File: src/rtl/spi_pkg.sv
// Shared definitions for the SPI mode-0 master.
//   state_e   : master FSM states
//   ADDR_W    : default address bits per frame
//   DATA_W    : default data bits per frame
//   FRAME_LEN : total bits per frame (address + RW + data)
//   RW_READ / RW_WRITE : encoding of the RW frame bit
package spi_pkg;

    typedef enum logic [2:0] {
        IDLE  = 3'd0,
        SETUP = 3'd1,
        SHIFT = 3'd2,
        HOLD  = 3'd3,
        GAP   = 3'd4
    } state_e;

    localparam int ADDR_W    = 7;
    localparam int DATA_W    = 8;
    localparam int FRAME_LEN = ADDR_W + 1 + DATA_W;

    localparam logic RW_READ  = 1'b1;
    localparam logic RW_WRITE = 1'b0;

endpackage

File: src/rtl/spi_clk_gen.sv
// SCLK generator for the SPI master.
// Divides clk so that each SCLK half-period lasts CLK_DIV system clocks and
// emits single-cycle strobes on the system-clock edge where SCLK rises/falls.
// Ports:
//   clk, rst_n : system clock, asynchronous active-low reset
//   en_i       : run the divider (held cleared, SCLK low, when 0)
//   rise_o     : high in the cycle whose closing edge raises SCLK
//   fall_o     : high in the cycle whose closing edge lowers SCLK
//   sclk_o     : registered SPI clock, idles low
module spi_clk_gen #(
    parameter int CLK_DIV = 4
) (
    input  logic clk,
    input  logic rst_n,
    input  logic en_i,
    output logic rise_o,
    output logic fall_o,
    output logic sclk_o
);

    localparam int CNT_W = $clog2(2 * CLK_DIV);
    localparam logic [CNT_W-1:0] RISE_AT = CNT_W'(CLK_DIV - 1);
    localparam logic [CNT_W-1:0] FALL_AT = CNT_W'(2 * CLK_DIV - 1);

    logic [CNT_W-1:0] cnt_q, cnt_d;
    logic             sclk_q, sclk_d;

    assign rise_o = en_i && (cnt_q == RISE_AT);
    assign fall_o = en_i && (cnt_q == FALL_AT);
    assign sclk_o = sclk_q;

    always_comb begin
        cnt_d  = cnt_q;
        sclk_d = sclk_q;
        if (!en_i) begin
            cnt_d  = '0;
            sclk_d = 1'b0;
        end else if (fall_o) begin
            cnt_d  = '0;
            sclk_d = 1'b0;
        end else begin
            cnt_d = cnt_q + 1'b1;
            if (rise_o) begin
                sclk_d = 1'b1;
            end
        end
    end

    always_ff @(posedge clk or negedge rst_n) begin
        if (!rst_n) begin
            cnt_q  <= '0;
            sclk_q <= 1'b0;
        end else begin
            cnt_q  <= cnt_d;
            sclk_q <= sclk_d;
        end
    end

endmodule

File: src/rtl/spi_master.sv
// SPI mode-0 master: one frame {addr, rw, data} per accepted start, MSB first.
// Ports:
//   clk, rst_n          : system clock, asynchronous active-low reset
//   start, rw, addr,
//   wdata               : request; fields captured when start is accepted in IDLE
//   busy                : high from the cycle after accept until the done cycle
//   done                : one-cycle pulse at transaction end
//   rdata               : last read result, updated only when a read completes
//   sclk, cs, mosi      : registered SPI pins (sclk idles low, cs idles high)
//   miso                : slave data, sampled raw at each internal SCLK rise
module spi_master #(
    parameter int CLK_DIV = 4,
    parameter int ADDR_W  = spi_pkg::ADDR_W,
    parameter int DATA_W  = spi_pkg::DATA_W
) (
    input  logic              clk,
    input  logic              rst_n,
    input  logic              start,
    input  logic              rw,
    input  logic [ADDR_W-1:0] addr,
    input  logic [DATA_W-1:0] wdata,
    output logic              busy,
    output logic              done,
    output logic [DATA_W-1:0] rdata,
    output logic              sclk,
    output logic              cs,
    output logic              mosi,
    input  logic              miso
);

    import spi_pkg::*;

    localparam int FRAME_BITS = ADDR_W + 1 + DATA_W;
    localparam int HCNT_W     = $clog2(2 * FRAME_BITS);
    localparam int WAIT_W     = $clog2(2 * CLK_DIV);

    localparam logic [WAIT_W-1:0] HALF_LAST = WAIT_W'(CLK_DIV - 1);
    localparam logic [WAIT_W-1:0] GAP_LAST  = WAIT_W'(2 * CLK_DIV - 1);
    localparam logic [HCNT_W-1:0] HCNT_LAST = HCNT_W'(2 * FRAME_BITS - 1);
    // First half-period index (counted from 0) that is a data-phase rise.
    localparam logic [HCNT_W-1:0] DATA_HCNT = HCNT_W'(2 * (ADDR_W + 1));

    state_e              state_q, state_d;
    logic [WAIT_W-1:0]   wait_q, wait_d;
    logic [HCNT_W-1:0]   hcnt_q, hcnt_d;
    logic [FRAME_BITS-1:0] sr_q, sr_d;
    logic [DATA_W-1:0]   cap_q, cap_d;
    logic [DATA_W-1:0]   rdata_q, rdata_d;
    logic                rw_q, rw_d;
    logic                cs_q, cs_d;
    logic                mosi_q, mosi_d;
    logic                busy_q, busy_d;
    logic                done_q, done_d;

    logic                sclk_rise, sclk_fall;
    logic [DATA_W-1:0]   wfill;

    // Reads load zeros into the data field so MOSI is low in the data phase.
    assign wfill = (rw == RW_READ) ? '0 : wdata;

    spi_clk_gen #(
        .CLK_DIV(CLK_DIV)
    ) u_clk_gen (
        .clk    (clk),
        .rst_n  (rst_n),
        .en_i   (state_q == SHIFT),
        .rise_o (sclk_rise),
        .fall_o (sclk_fall),
        .sclk_o (sclk)
    );

    assign busy  = busy_q;
    assign done  = done_q;
    assign rdata = rdata_q;
    assign cs    = cs_q;
    assign mosi  = mosi_q;

    always_comb begin
        state_d = state_q;
        wait_d  = wait_q;
        hcnt_d  = hcnt_q;
        sr_d    = sr_q;
        cap_d   = cap_q;
        rdata_d = rdata_q;
        rw_d    = rw_q;
        cs_d    = cs_q;
        mosi_d  = mosi_q;
        busy_d  = busy_q;
        done_d  = 1'b0;

        unique case (state_q)
            IDLE: begin
                if (start) begin
                    sr_d    = {addr, rw, wfill};
                    rw_d    = rw;
                    busy_d  = 1'b1;
                    cs_d    = 1'b0;
                    mosi_d  = addr[ADDR_W-1];
                    wait_d  = '0;
                    state_d = SETUP;
                end
            end

            SETUP: begin
                if (wait_q == HALF_LAST) begin
                    wait_d  = '0;
                    hcnt_d  = '0;
                    state_d = SHIFT;
                end else begin
                    wait_d = wait_q + 1'b1;
                end
            end

            SHIFT: begin
                // hcnt_q counts completed SCLK toggles; even values precede a rise.
                if (sclk_rise) begin
                    hcnt_d = hcnt_q + 1'b1;
                    if (rw_q == RW_READ && hcnt_q >= DATA_HCNT) begin
                        cap_d = {cap_q[DATA_W-2:0], miso};
                    end
                end
                if (sclk_fall) begin
                    if (hcnt_q == HCNT_LAST) begin
                        hcnt_d  = '0;
                        wait_d  = '0;
                        state_d = HOLD;
                    end else begin
                        hcnt_d = hcnt_q + 1'b1;
                        sr_d   = {sr_q[FRAME_BITS-2:0], 1'b0};
                        mosi_d = sr_q[FRAME_BITS-2];
                    end
                end
            end

            HOLD: begin
                if (wait_q == HALF_LAST) begin
                    cs_d    = 1'b1;
                    mosi_d  = 1'b0;
                    wait_d  = '0;
                    state_d = GAP;
                end else begin
                    wait_d = wait_q + 1'b1;
                end
            end

            GAP: begin
                if (wait_q == GAP_LAST) begin
                    wait_d  = '0;
                    done_d  = 1'b1;
                    busy_d  = 1'b0;
                    state_d = IDLE;
                    if (rw_q == RW_READ) begin
                        rdata_d = cap_q;
                    end
                end else begin
                    wait_d = wait_q + 1'b1;
                end
            end

            default: begin
                state_d = IDLE;
            end
        endcase
    end

    always_ff @(posedge clk or negedge rst_n) begin
        if (!rst_n) begin
            state_q <= IDLE;
            wait_q  <= '0;
            hcnt_q  <= '0;
            sr_q    <= '0;
            cap_q   <= '0;
            rdata_q <= '0;
            rw_q    <= 1'b0;
            cs_q    <= 1'b1;
            mosi_q  <= 1'b0;
            busy_q  <= 1'b0;
            done_q  <= 1'b0;
        end else begin
            state_q <= state_d;
            wait_q  <= wait_d;
            hcnt_q  <= hcnt_d;
            sr_q    <= sr_d;
            cap_q   <= cap_d;
            rdata_q <= rdata_d;
            rw_q    <= rw_d;
            cs_q    <= cs_d;
            mosi_q  <= mosi_d;
            busy_q  <= busy_d;
            done_q  <= done_d;
        end
    end

endmodule

File: config.mk
export PLATFORM = sky130hd
export DESIGN_NAME = spi_master
export DESIGN_NICKNAME = d
export VERILOG_FILES = /design/src/rtl/spi_pkg.sv /design/src/rtl/spi_clk_gen.sv /design/src/rtl/spi_master.sv
export SDC_FILE = /design/constraint.sdc
export NUM_CORES = 1
export LEC_CHECK = 0
export ABC_CLOCK_PERIOD_IN_PS = 3500
export CAP_MARGIN = 5
export CORE_MARGIN = 3
export CORE_UTILIZATION = 44
export CTS_BUF_LIST = sky130_fd_sc_hd__clkbuf_8
export DETAILED_ROUTE_END_ITERATION = 8
export PLACE_DENSITY = 0.66
export SLEW_MARGIN = 10
export SYNTH_ARGS = -nofsm -noshare
export SYNTH_HDL_FRONTEND = slang
export SYNTH_SLANG_ARGS = --single-unit
File: constraint.sdc
create_clock -name clk -period 3.5 [get_ports clk]
set_clock_uncertainty 0.05 [all_clocks]
set_input_delay 1.05 -clock clk [delete_from_list [all_inputs] [get_ports clk]]
set_output_delay 1.05 -clock clk [all_outputs]
set_load 0.01 [all_outputs]
# After elaboration in Yosys (flattened, before gate mapping)
# Index checks and enable logic that the tools add are counted.
# word_totals
out_inout_bits,13
rom_bits,0
memories,0
mem_bits_rw,0
elab_cells,96
latchBits,0
inputBits,20
ff_bits,51
# classes
shifts,0
add_sub_neg,3
eq_ne,17
multipliers,0
n_reduce_logical,21
mux,41
order_cmp,1
bitwise_logic,0
div,0
# ops
cell,count
$mux W15,3
$mux W3,13
$pmux W15 S2,1
$mux W5,4
$pmux W3 S5,1
$reduce_and A3 Y1,5
$ne A2 B2 Y1 const B,7
$mux W1,13
$eq A3 B2 Y1 const B,4
$pmux W3 S4,1
$pmux W5 S2,1
$eq A3 B3 Y1 const B,3
$mux W8,1
$reduce_and A4 Y1,2
$reduce_bool A2 Y1,4
$add A3 B1 Y3 const B,2
$reduce_and A6 Y1,1
$add A5 B1 Y5 const B,1
$eq A5 B5 Y1 const B,1
$ge A5 B5 Y1 const B,1
$reduce_and A5 Y1,1
$pmux W1 S2,2
$reduce_bool A4 Y1,1
$eq A3 B1 Y1 const B,1
7 further kinds,9

# Longest topological paths before layout
# depth
ltp_word,5
mapped_depth,8
mapped_depth_nobuf,7

# Modules after synthesis
# A second synthesis with hierarchy kept.
# hier_totals
hier_cells,219
area_unflattened_um2,2456.1
# by_module_without_submodules
mod,seq_area_each_um2,area_each_um2,n_inst,cells_each
spi_master,1177.4,2260.9,1,203
spi_clk_gen,100.1,195.2,1,16

# Least setup slack after synthesis
# OpenSTA, ideal clock, no wires.
# synth_path
path_kind,in2reg
startpoint,in start
endpoint,reg sr_q[0]
setup_ns,0.110
path_buffers,1
arrival_time_ns,1.782
path_stages,5
slack_ns,1.557
required_ns,3.340
cell_sequence,nor2b_1 > o21ai_1 > clkbuf_1 > nand2_1 > o41ai_1
# synth_between
elab_chain_len,2
# synth_lines
item,line_no,rtl
"start, declared",spi_master.sv:18,"input logic start,"
$ne A2 B2 Y1 (no source line),--,
$reduce_and A4 Y1 (no source line),--,
"end signal, assigned",spi_master.sv:183,sr_q <= sr_d;
"end, declared",spi_master.sv:46,"logic [FRAME_BITS-1:0] sr_q, sr_d;"
# Every way passes these cells.
# A chain may end at the register's enable or synchronous reset.

# Worst setup path in the final report
# layout_path
startpoint,reg cs_q (netlist: cs)
endpoint,out cs
# layout_rtl
item,line_no,rtl
"start, declared",spi_master.sv:50,"logic cs_q, cs_d;"
"start signal, assigned",spi_master.sv:187,cs_q <= cs_d;
"end, declared",spi_master.sv:26,"output logic cs,"
# No word-level cell between the ends.

==> flow_summary_export.csv <==
group,metric,value,unit
sta,hold_viol_final,0,
floorplanning,start_util,0.472,
yosys,ys_warn_count,0,
detailed_routing,ant_nets,0,
clock_network,cts_hold_buf,0,
clock_network,cts_resized,0,
layout,layout_common_cells,"dfrtp_1 (50), clkdlybuf4s50_1 (31), nand2_1 (23), o21ai_0 (23), a21oi_1 (12)",
layout,nNetsFinal,281,
yosys,ys_seq_area_frac,0.514,
critical_path,crit_fanout,3,
power_and_ir_drop,ir_drop,0.227,mV
yosys,synthCells,221,
power_and_ir_drop,p_leak,1.36,nW
detailed_routing,route.detailed.wl_per_inst,14.1,µm
power_and_ir_drop,total_power,1.74,mW
global_routing,grt_pass1_vias,1637,
placed_design,gp_congestion,0.772,
sta,worst_slew_pin_slew,0.727,ns
yosys,postSynthNetCount,250,
layout,area_delta_synth_final,20.0,%
floorplanning,die_area,6590,µm²
yosys,synth_flop_cell,"dfrtp_1",
clock_network,cts_root_buf,"clkbuf_8",
layout,drive_above_1_share,0.154,
layout,final_common_cell,"dfrtp_1",
detailed_routing,drt_iter0_drc,86,
placed_design,numPortBuffers,32,
yosys,yosys.cell_types.count,42,
detailed_routing,vias,1717,
sta,finalSetupTns,0,ns
sta,finalSetupViolations,0,
yosys,avgSynthCellArea,11.2,µm²
sta,slew-limit-headroom,0.516,
min_path,hold_class,"reg2reg",
critical_path,worst_ep_required_time,2.40,ns
floorplanning,fp.dieH,81.2,µm
detailed_routing,via_per_inst,5.32,
layout,antenna_cells,0,
critical_path,cp_slowest_cell,"dfstp_2",
sta,fin_crit_sh,0.708,
clock_network,worstSkewPairLatency,0.30,ns
critical_path,r2r_start,"hcnt_q[0]",
power_and_ir_drop,p_per_area,585,nW/µm²
global_routing,track_usage,0.156,
detailed_routing,dr.pass1.iters,4,
floorplanning,core_region_area,5270,µm²
critical_path,critPathKind,"reg2out",
critical_path,crit_start,"cs",
clock_network,post-cts-setup-buffer-count,0,
critical_path,cp_cell_sequence,"clkdlybuf4s50_1",
detailed_routing,drc,0,
critical_path,start_kind,"flip-flop",
yosys,ys_ff_latch,51,
clock_network,path_clk_slew,0.09,ns
min_path,worstHoldStart,"u_clk_gen.cnt_q[0]",
flow_run,max-cap-violations,0,
clock_network,cts_htree_levels,2,
global_routing,grt_pass1_wl,7.87,mm
floorplanning,rows,26,
critical_path,crit_family,"flip-flops",
placed_design,hpwl,3.13,mm
clock_network,cts_sinks,51,
floorplanning,die_w,81.2,µm
global_routing,antenna_found_initial,0,
critical_path,slowest_delay,0.55,ns
clock_network,clk_path_buf_depth,2,
critical_path,worstPathArrival,1.38,ns
clock_network,cts_made_buffers,5,
yosys,syn-cell-area,2480,µm²
detailed_routing,drt_wl_total,4.56,mm
yosys,synth_edf_count,0,
critical_path,worstSetupEndpointType,"output pin",
sta,fmax,0.403,GHz
global_routing,grt_start_max_net_pins,33,
sta,rsz0062_at_grt,"no",
floorplanning,ios,33,
critical_path,critical_path_buf_inv_count,1,
run_status,status,"completed",
yosys,async_reset_ff_frac,1.00,
sta,slew_viol_final,0,
sta,fin_crit,2.48,ns
global_routing,grt-ovfl-total,0,
clock_network,cts_tree,"done",
[worst paths after layout]
check / slack, ns / end / cells after the start
worst max register to register: 1.46 / wait_q[0] / 7
worst min register to register: 0.41 / u_clk_gen.cnt_q[0] / 1
max in group asynchronous: 2.00 / sr_q[3] / 2
worst min-delay path: 0.41 / u_clk_gen.cnt_q[0] / 1
worst max-delay path: 1.02 / cs / 1
min in group asynchronous: 0.75 / wait_q[2] / 1
[per-layer routing]
metal	track usage	vias up	wire, µm
li1	-	840	-
met4	0.0456	0	45
met1	0.218	844	2240
met2	0.241	29	2120
met5	0	-	0
met3	0.0377	4	155
[logic make-up (layout without fill, tap and decap cells)]
kind of cell               Yosys count  in the layout  share of synthesized area
and+or+nand+nor                     61             61                      0.138
buffers and inverters               22             54                     0.0428
AOI/OAI and AO/OA                   51             51                      0.130
DFF                                 51             51                      0.514
muxes                               27             27                      0.129
adders and majority gates            9              9                     0.0453
[sequential cells by signal, indices dropped and copies added, names as in the netlist]
register and count:
state_q 3, hcnt_q 5, cap_q 8, done 1, rdata 8, mosi 1, u_clk_gen.sclk_o 1, busy 1
sr_q 15, cs 1, wait_q 3, rw_q 1, u_clk_gen.cnt_q 3
[synthesized netlist by cell type (all sizes together), types with 2 or more instances]
cell type | instances | area share
a31oi | 2 | 0.0050
nand3 | 5 | 0.010
and3 | 4 | 0.010
inv | 10 | 0.015
a21oi | 14 | 0.037
nor3 | 3 | 0.0060
nor3b | 10 | 0.034
o21ai | 24 | 0.048
ha | 9 | 0.045
mux2i | 10 | 0.040
mux2 | 17 | 0.089
nand2 | 24 | 0.037
clkbuf | 5 | 0.0076
nor2 | 6 | 0.016
nand2b | 2 | 0.0050
or2 | 2 | 0.0050
dfrtp | 50 | 0.50
o41ai | 2 | 0.0071
buf | 7 | 0.020
[layout make-up]
class                      count  area, µm²
clock buffer                   5       68.8
clock inverter                 3       63.8
fill                         479       2290
inverter                      10       37.5
multi-input combinational    148       1100
sequential                    51       1280
tap                           70       87.6
timing repair buffer          36        345
[stage by stage]
step | instances | cell area (µm²) | utilization | setup slack, ns | hold slack [ns]
floorplan | 221 | 2480 | - | 1.56 | 0.368
global placement | 315 | 2850 | 0.541 | 0.929 | 0.381
detailed placement | 315 | 2850 | 0.541 | 0.901 | 0.392
CTS | 323 | 2980 | 0.566 | 1.00 | 0.405
global route | 323 | 2980 | 0.566 | 0.974 | 0.432
finish | 323 | 2980 | 0.566 | 1.02 | 0.407
[power by group]
part,switching (mW),internal [mW]
combinational,0.232,0.208
sequential,0.117,0.711
clock,0.193,0.283
Power figures use the tool's default switching activity.
